## config.mk

```make
export PLATFORM = sky130hd
export DESIGN_NAME = stall_scoreboard
export DESIGN_NICKNAME = d
export VERILOG_FILES = /design/src/rtl/stall_scoreboard_pkg.sv /design/src/rtl/stall_scoreboard_sb.sv /design/src/rtl/stall_scoreboard.sv
export SDC_FILE = /design/constraint.sdc
export NUM_CORES = 1
export LEC_CHECK = 0
export ABC_AREA = 1
export BUFFER_PORTS_ARGS = -buffer_cell sky130_fd_sc_hd__buf_2
export CELL_PAD_IN_SITES_DETAIL_PLACEMENT = 0
export CELL_PAD_IN_SITES_GLOBAL_PLACEMENT = 1
export CORE_UTILIZATION = 42
export CTS_BUF_LIST = sky130_fd_sc_hd__clkbuf_8
export CTS_CLUSTER_SIZE = 16
export DETAILED_ROUTE_END_ITERATION = 8
export PLACE_DENSITY = 0.86
export SLEW_MARGIN = 20
export SYNTH_ARGS = -nofsm -noshare
export SYNTH_HDL_FRONTEND = slang
export SYNTH_HIERARCHICAL = 1
export SYNTH_SLANG_ARGS = --single-unit
```

## constraint.sdc

```tcl
create_clock -name clk -period 3.4 [get_ports clk]
set_clock_uncertainty 0.1 [all_clocks]
set_input_delay 0.17 -clock clk [delete_from_list [all_inputs] [get_ports clk]]
set_output_delay 0.17 -clock clk [all_outputs]
set_load 0.01 [all_outputs]
```

## src/rtl/stall_scoreboard_pkg.sv

```systemverilog
// Shared constants for the D-stage stall scoreboard: default field widths,
// mult/div latencies and the hardwired zero register.
package stall_scoreboard_pkg;

   localparam int         TW_DEF       = 2;
   localparam int         MULT_LAT_DEF = 5;
   localparam int         DIV_LAT_DEF  = 10;
   localparam logic [4:0] REG_ZERO     = 5'd0;

   function automatic int max_int(input int a, input int b);
      return (a > b) ? a : b;
   endfunction

endpackage

```

## src/rtl/stall_scoreboard_sb.sv

```systemverilog
// One scoreboard stage register {wa, tnew}; downstream stages age tnew by one
// cycle per advance, saturating at zero.
module sb_entry
   import stall_scoreboard_pkg::*;
#(
   parameter int TW  = TW_DEF,
   parameter bit DEC = 1'b1
)
(
   input  logic          clk,
   input  logic          reset,
   input  logic          i_adv,
   input  logic [4:0]    i_wa,
   input  logic [TW-1:0] i_tnew,
   output logic [4:0]    o_wa,
   output logic [TW-1:0] o_tnew
);

   logic [4:0]    r_wa;
   logic [TW-1:0] r_tnew;

   function automatic logic [TW-1:0] sat_dec(input logic [TW-1:0] t);
      return (t == '0) ? '0 : t - TW'(1);
   endfunction

   always_ff @(posedge clk) begin
      if (!reset) begin
         r_wa   <= REG_ZERO;
         r_tnew <= '0;
      end else if (i_adv) begin
         r_wa   <= i_wa;
         r_tnew <= DEC ? sat_dec(i_tnew) : i_tnew;
      end
   end

   assign o_wa   = r_wa;
   assign o_tnew = r_tnew;

endmodule

```

## src/rtl/stall_scoreboard.sv

```systemverilog
// D-stage hazard detector: tracks in-flight destination registers and the
// mult/div busy window, and freezes D when an operand is not yet available.
module stall_scoreboard
   import stall_scoreboard_pkg::*;
#(
   parameter int NSRC     = 2,
   parameter int NSTAGE   = 3,
   parameter int TW       = TW_DEF,
   parameter int MULT_LAT = MULT_LAT_DEF,
   parameter int DIV_LAT  = DIV_LAT_DEF,
   parameter int CNT_W    = 32
)
(
   input  logic              clk,
   input  logic              reset,
   input  logic              hold,
   input  logic              d_valid,
   input  logic [NSRC*5-1:0] d_ra,
   input  logic [NSRC-1:0]   d_ruse,
   input  logic [NSRC*TW-1:0] d_tuse,
   input  logic [4:0]        d_wa,
   input  logic [TW-1:0]     d_tnew,
   input  logic              d_md_use,
   input  logic              d_md_start,
   input  logic              d_md_div,
   output logic              stall,
   output logic              e_flush,
   output logic [NSRC-1:0]   stall_src,
   output logic              md_busy,
   output logic [CNT_W-1:0]  stall_cnt
);

   localparam int             MDW     = $clog2(max_int(MULT_LAT, DIV_LAT) + 1);
   localparam logic [MDW-1:0] LAT_MUL = MDW'(MULT_LAT);
   localparam logic [MDW-1:0] LAT_DIV = MDW'(DIV_LAT);

   logic [4:0]       w_wa     [NSTAGE];
   logic [TW-1:0]    w_tnew   [NSTAGE];
   logic [4:0]       w_in_wa  [NSTAGE];
   logic [TW-1:0]    w_in_tnew[NSTAGE];
   logic [NSRC-1:0]  w_src;
   logic             w_hit;
   logic [TW-1:0]    w_hit_tnew;
   logic [4:0]       w_ra;
   logic             w_md_busy;
   logic             w_stall;
   logic             w_issue;
   logic [MDW-1:0]   r_md_cnt;
   logic [CNT_W-1:0] r_stall_cnt;

   function automatic logic [CNT_W-1:0] sat_inc(input logic [CNT_W-1:0] c);
      return (c == '1) ? c : c + CNT_W'(1);
   endfunction

   // Scan oldest to youngest so the nearest producer overrides older ones.
   always_comb begin
      w_src      = '0;
      w_hit      = 1'b0;
      w_hit_tnew = '0;
      w_ra       = REG_ZERO;
      for (int i = 0; i < NSRC; i++) begin
         w_ra       = d_ra[5*i +: 5];
         w_hit      = 1'b0;
         w_hit_tnew = '0;
         for (int k = NSTAGE - 1; k >= 0; k--) begin
            if (w_wa[k] != REG_ZERO && w_wa[k] == w_ra) begin
               w_hit      = 1'b1;
               w_hit_tnew = w_tnew[k];
            end
         end
         w_src[i] = d_valid && d_ruse[i] && (w_ra != REG_ZERO) && w_hit &&
                    (w_hit_tnew > d_tuse[TW*i +: TW]);
      end
   end

   assign w_md_busy = (r_md_cnt != '0);
   assign w_stall   = reset && ((|w_src) || (d_valid && (d_md_use || d_md_start) && w_md_busy));
   assign w_issue   = d_valid && !w_stall && !hold;

   for (genvar k = 0; k < NSTAGE; k++) begin : g_sb
      if (k == 0) begin : g_head
         assign w_in_wa[k]   = w_issue ? d_wa   : REG_ZERO;
         assign w_in_tnew[k] = w_issue ? d_tnew : '0;
      end else begin : g_tail
         assign w_in_wa[k]   = w_wa[k-1];
         assign w_in_tnew[k] = w_tnew[k-1];
      end
      sb_entry #(.TW(TW), .DEC(k != 0)) u_entry (
         .clk    (clk),
         .reset  (reset),
         .i_adv  (!hold),
         .i_wa   (w_in_wa[k]),
         .i_tnew (w_in_tnew[k]),
         .o_wa   (w_wa[k]),
         .o_tnew (w_tnew[k])
      );
   end

   // The busy window runs on wall-clock time, so it ignores hold.
   always_ff @(posedge clk) begin
      if (!reset) begin
         r_md_cnt <= '0;
      end else if (w_issue && d_md_start) begin
         r_md_cnt <= d_md_div ? LAT_DIV : LAT_MUL;
      end else if (w_md_busy) begin
         r_md_cnt <= r_md_cnt - MDW'(1);
      end
   end

   always_ff @(posedge clk) begin
      if (!reset) begin
         r_stall_cnt <= '0;
      end else if (w_stall && !hold) begin
         r_stall_cnt <= sat_inc(r_stall_cnt);
      end
   end

   assign stall     = w_stall;
   assign e_flush   = w_stall;
   assign stall_src = reset ? w_src : '0;
   assign md_busy   = reset && w_md_busy;
   assign stall_cnt = r_stall_cnt;

endmodule

```

==> results.md <==
* Run status: completed
* Distinct cells, synth at 38
* FP Rows at 35
* Vias per cell at 4.98
* DP HPWL at 8250 µm
* Critical Path RT at 3570 ps
* Clock latency on the worst-skew pair at 340 ps
* Buf/Inv on CP at 2
* Setup CP Type: reg2reg
* Kind of cell adding the most delay to the critical path: simple AND/OR/NAND/NOR gates
* Min Hold Slack at 80.6 ps
* Footprint of the multi-input gates at 2590 µm²
* Top cells by area, synth: dfxtp_1, nand2_1, nor2_1, xor2_1, a21oi_2
* Remaining DRCs at 0
* Post-CTS Hold Fix Bufs at 0
* P_int at roughly 0.0012 W
* Routed len/inst at 13.3 µm
* Yosys reg bits at 57
* Synth warn at 6
* Slowest stage delay, CP at about 430 ps
* Pwr dens at 360 nW/µm²
* Critical path capture point type: register
* Reg area at 1140 µm²
* Part of the power in registers at 0.428
* Fill cells at 1009
* Die width at 101 µm
* Switching pwr at 0.000517 W
* PortBufs at 66
* Worst min path class: in2reg
* Worst-path fanout max at 17
* Diodes inserted at 0
* Fin. Hold Viols at 0
* Period utilization at 0.893
* Post-Syn Area per Cell at 6.93 µm²
* Mapped Area at 4150 µm²
* Area of the core at roughly 9400 µm²
* Reg2Reg Setup Slack at 360 ps
* Die Ht at 101 µm
* Gr ovfl total at 0
* Layout cells sized above 1 at 0.253
* Gr usage total at 0.221
* Critical path startpoint category: register
* Vias in the first global route at 3635
* Achievable frequency at ~330 MHz
* Synth area leader: dfxtp_1
* Ys async rst share at 0
* Combinational share of power at 0.209
* Post-Route WL at 10600 µm
* Initial DRC Count at 223
* Clock H-tree levels at 3
* First-pass GRT wire length at 17900 µm
* Peak VDD IR at 223 µV
* Setup TNS at 0 ps
* Clock-pin slew on the worst setup and hold paths at 70 ps
* Die ar. at 10300 µm²
* Clock buffer depth at 2
* Number of buffers created by CTS at 9
* Largest net degree at the start of global routing at 35
* Clock power share at 0.363
* Sw frac at 0.304
* TritonCTS clock tree: yes
* Nets@finish at 702
* Area grow syn2layout at 13.9%
* First-pass detailed-route iteration total at 4
* Initial antenna violation count at 0
* Critical path cell sequence: xnor2_1 > nand2_1 > nor2_1 > nand2_4 > nand3_2 > o21ai_0 > a21oi_1 > ha_1 > nand2_1 > nand3_1 > nor3_2 > nand2_2 > nand3_4 > nand2_4 > inv_8 > buf_4 > nand3_1 > a21oi_2
* Minimum clock period at 3040 ps
* Ys flop type: dfxtp_1
* IO Count at 67
* Routability Congestion at a little under 0.9
* P_leak at 2.09 nW
* Root buffer cell: clkbuf_8
* Starting Density at 0.441
* Sink Count at 57
* Post-synthesis cell count at ~600
* Data arrival, critical path at between 3000 and 4000 ps
* Vias at 3984
* Maxcap violations at 0
* Highest-delay cell along the critical path: dfxtp_1
* Worst slew margin at 0.540
* Slew Viols, Final at 0
* Antenna-violating nets left at 0
* RSZ-0062 raised after global routing: no
* Final Setup Violations at 0
* Sequential area share after synthesis at 0.275
* Worst-Margin Slew at 684 ps
* Net Count, Synth at roughly 640
* Synth top area share at 0.275
* Post-synth EDFFs at 0
## worst reg2reg max path: stages (launching register included)
cell	delay, ps
dfxtp_1	430
xnor2_1	140
nand2_1	70
nor2_1	210
nand2_4	90
nand3_2	100
o21ai_0	80
a21oi_1	150
ha_1	260
nand2_1	60
nand3_1	90
nor3_2	220
nand2_2	130
nand3_4	110
nand2_4	70
inv_8	120
buf_4	240
nand3_1	140
a21oi_2	160
## repair_timing
item / 4_1_cts / 5_1_grt
resized for setup: 0 / 1
endpoints found under the setup margin: 0 / 1
buffers inserted: 0 / 0
## synth_stat cells, types with 2 or more instances
cell / number
nand3_2: 5
o21ai_0: 18
buf_2: 3
clkbuf_1: 2
nor2_2: 2
xnor2_1: 20
nand2_2: 34
nand2_4: 2
nor3_1: 11
inv_1: 69
buf_12: 3
a21oi_1: 12
nand3_1: 48
inv_2: 5
ha_1: 6
nor2_1: 92
a21oi_2: 30
dfxtp_1: 57
nand4_1: 11
xor2_1: 35
buf_6: 4
nor3_2: 2
nand2_1: 105
o21ai_1: 2
nor4_1: 8
## power by group through the flow
stage	Clock (W)	Sequential (W)	Combinational, W
after floorplan	0	0.000738	0.000286
after global placement	0	0.000742	0.000349
after detailed placement	0	0.000744	0.000354
after CTS	0.000632	0.000729	0.000357
after global routing	0.000667	0.000732	0.000404
final	0.000617	0.000728	0.000356
## cell usage in the layout, fill, tap and decap left out, types with 3 or more instances in the layout
master    count
nand2_1     105
nor2_1       92
inv_1        72
buf_2        66
dfxtp_1      57
nand3_1      48
xor2_1       35
nand2_2      34
a21oi_2      30
xnor2_1      20
o21ai_0      18
a21oi_1      12
nand4_1      11
nor3_1       10
clkbuf_8     10
nor4_1        8
ha_1          6
inv_2         5
nand3_2       5
buf_4         4
nor3_2        3
## sequential cells by signal, indices dropped and copies added, names as in the netlist
register,flops
g_sb.u_entry/o_tnew,6
g_sb.u_entry/o_wa,15
r_md_cnt,4
stall_cnt,32
## per-stage QoR
| stage | util | power, W | cells | setup WS [ps] | area [µm²] |
|---|---|---|---|---|---|
| 2_1_floorplan | - | 0.00102 | 599 | 731 | 4150 |
| 3_3_place_gp | 0.482 | 0.00109 | 784 | 367 | 4530 |
| 3_5_place_dp | 0.482 | 0.00110 | 784 | 307 | 4530 |
| 4_1_cts | 0.502 | 0.00172 | 800 | 299 | 4720 |
| 5_1_grt | 0.502 | 0.00180 | 800 | 85.6 | 4730 |
| 6_report | 0.502 | 0.00170 | 800 | 364 | 4730 |
## routing by layer
| metal | vias up | GRT usage | routed length [µm] |
|---|---|---|---|
| li1 | 2049 | - | - |
| met1 | 1815 | 0.340 | 5560 |
| met2 | 108 | 0.307 | 4380 |
| met3 | 12 | 0.0421 | 597 |
| met4 | 0 | 0.0658 | 108 |
| met5 | - | 0 | 0 |
## logic make-up after synthesis
logic type | Yosys count | share of synthesized area
AO/OA/AOI/OAI | 65 | 0.107
XOR/XNOR | 55 | 0.116
buffers and inverters | 89 | 0.103
flip-flops | 57 | 0.275
multiplexers | 1 | 0.00241
AND/OR/NAND/NOR | 326 | 0.379
adder cells (fa/ha/maj) | 6 | 0.0181
## layout make-up
type | count | area share
multi-input combinational | 453 | 0.547
sequential | 57 | 0.241
clock buffer | 10 | 0.0291
inverter | 75 | 0.0611
timing repair buffer | 70 | 0.0762
tap | 129 | 0.0341
clock inverter | 6 | 0.0108
## worst paths after layout
path,start,endpoint,depth (start not counted)
setup / recovery,g_sb[0].u_entry/o_wa[2],stall_cnt[18],18
hold / removal,d_md_div,r_md_cnt[3],3
setup reg to reg,g_sb[0].u_entry/o_wa[2],stall_cnt[18],18
hold reg to reg,g_sb[2].u_entry/o_tnew[0],g_sb[2].u_entry/o_tnew[0],2
Power figures use the tool's default switching activity.
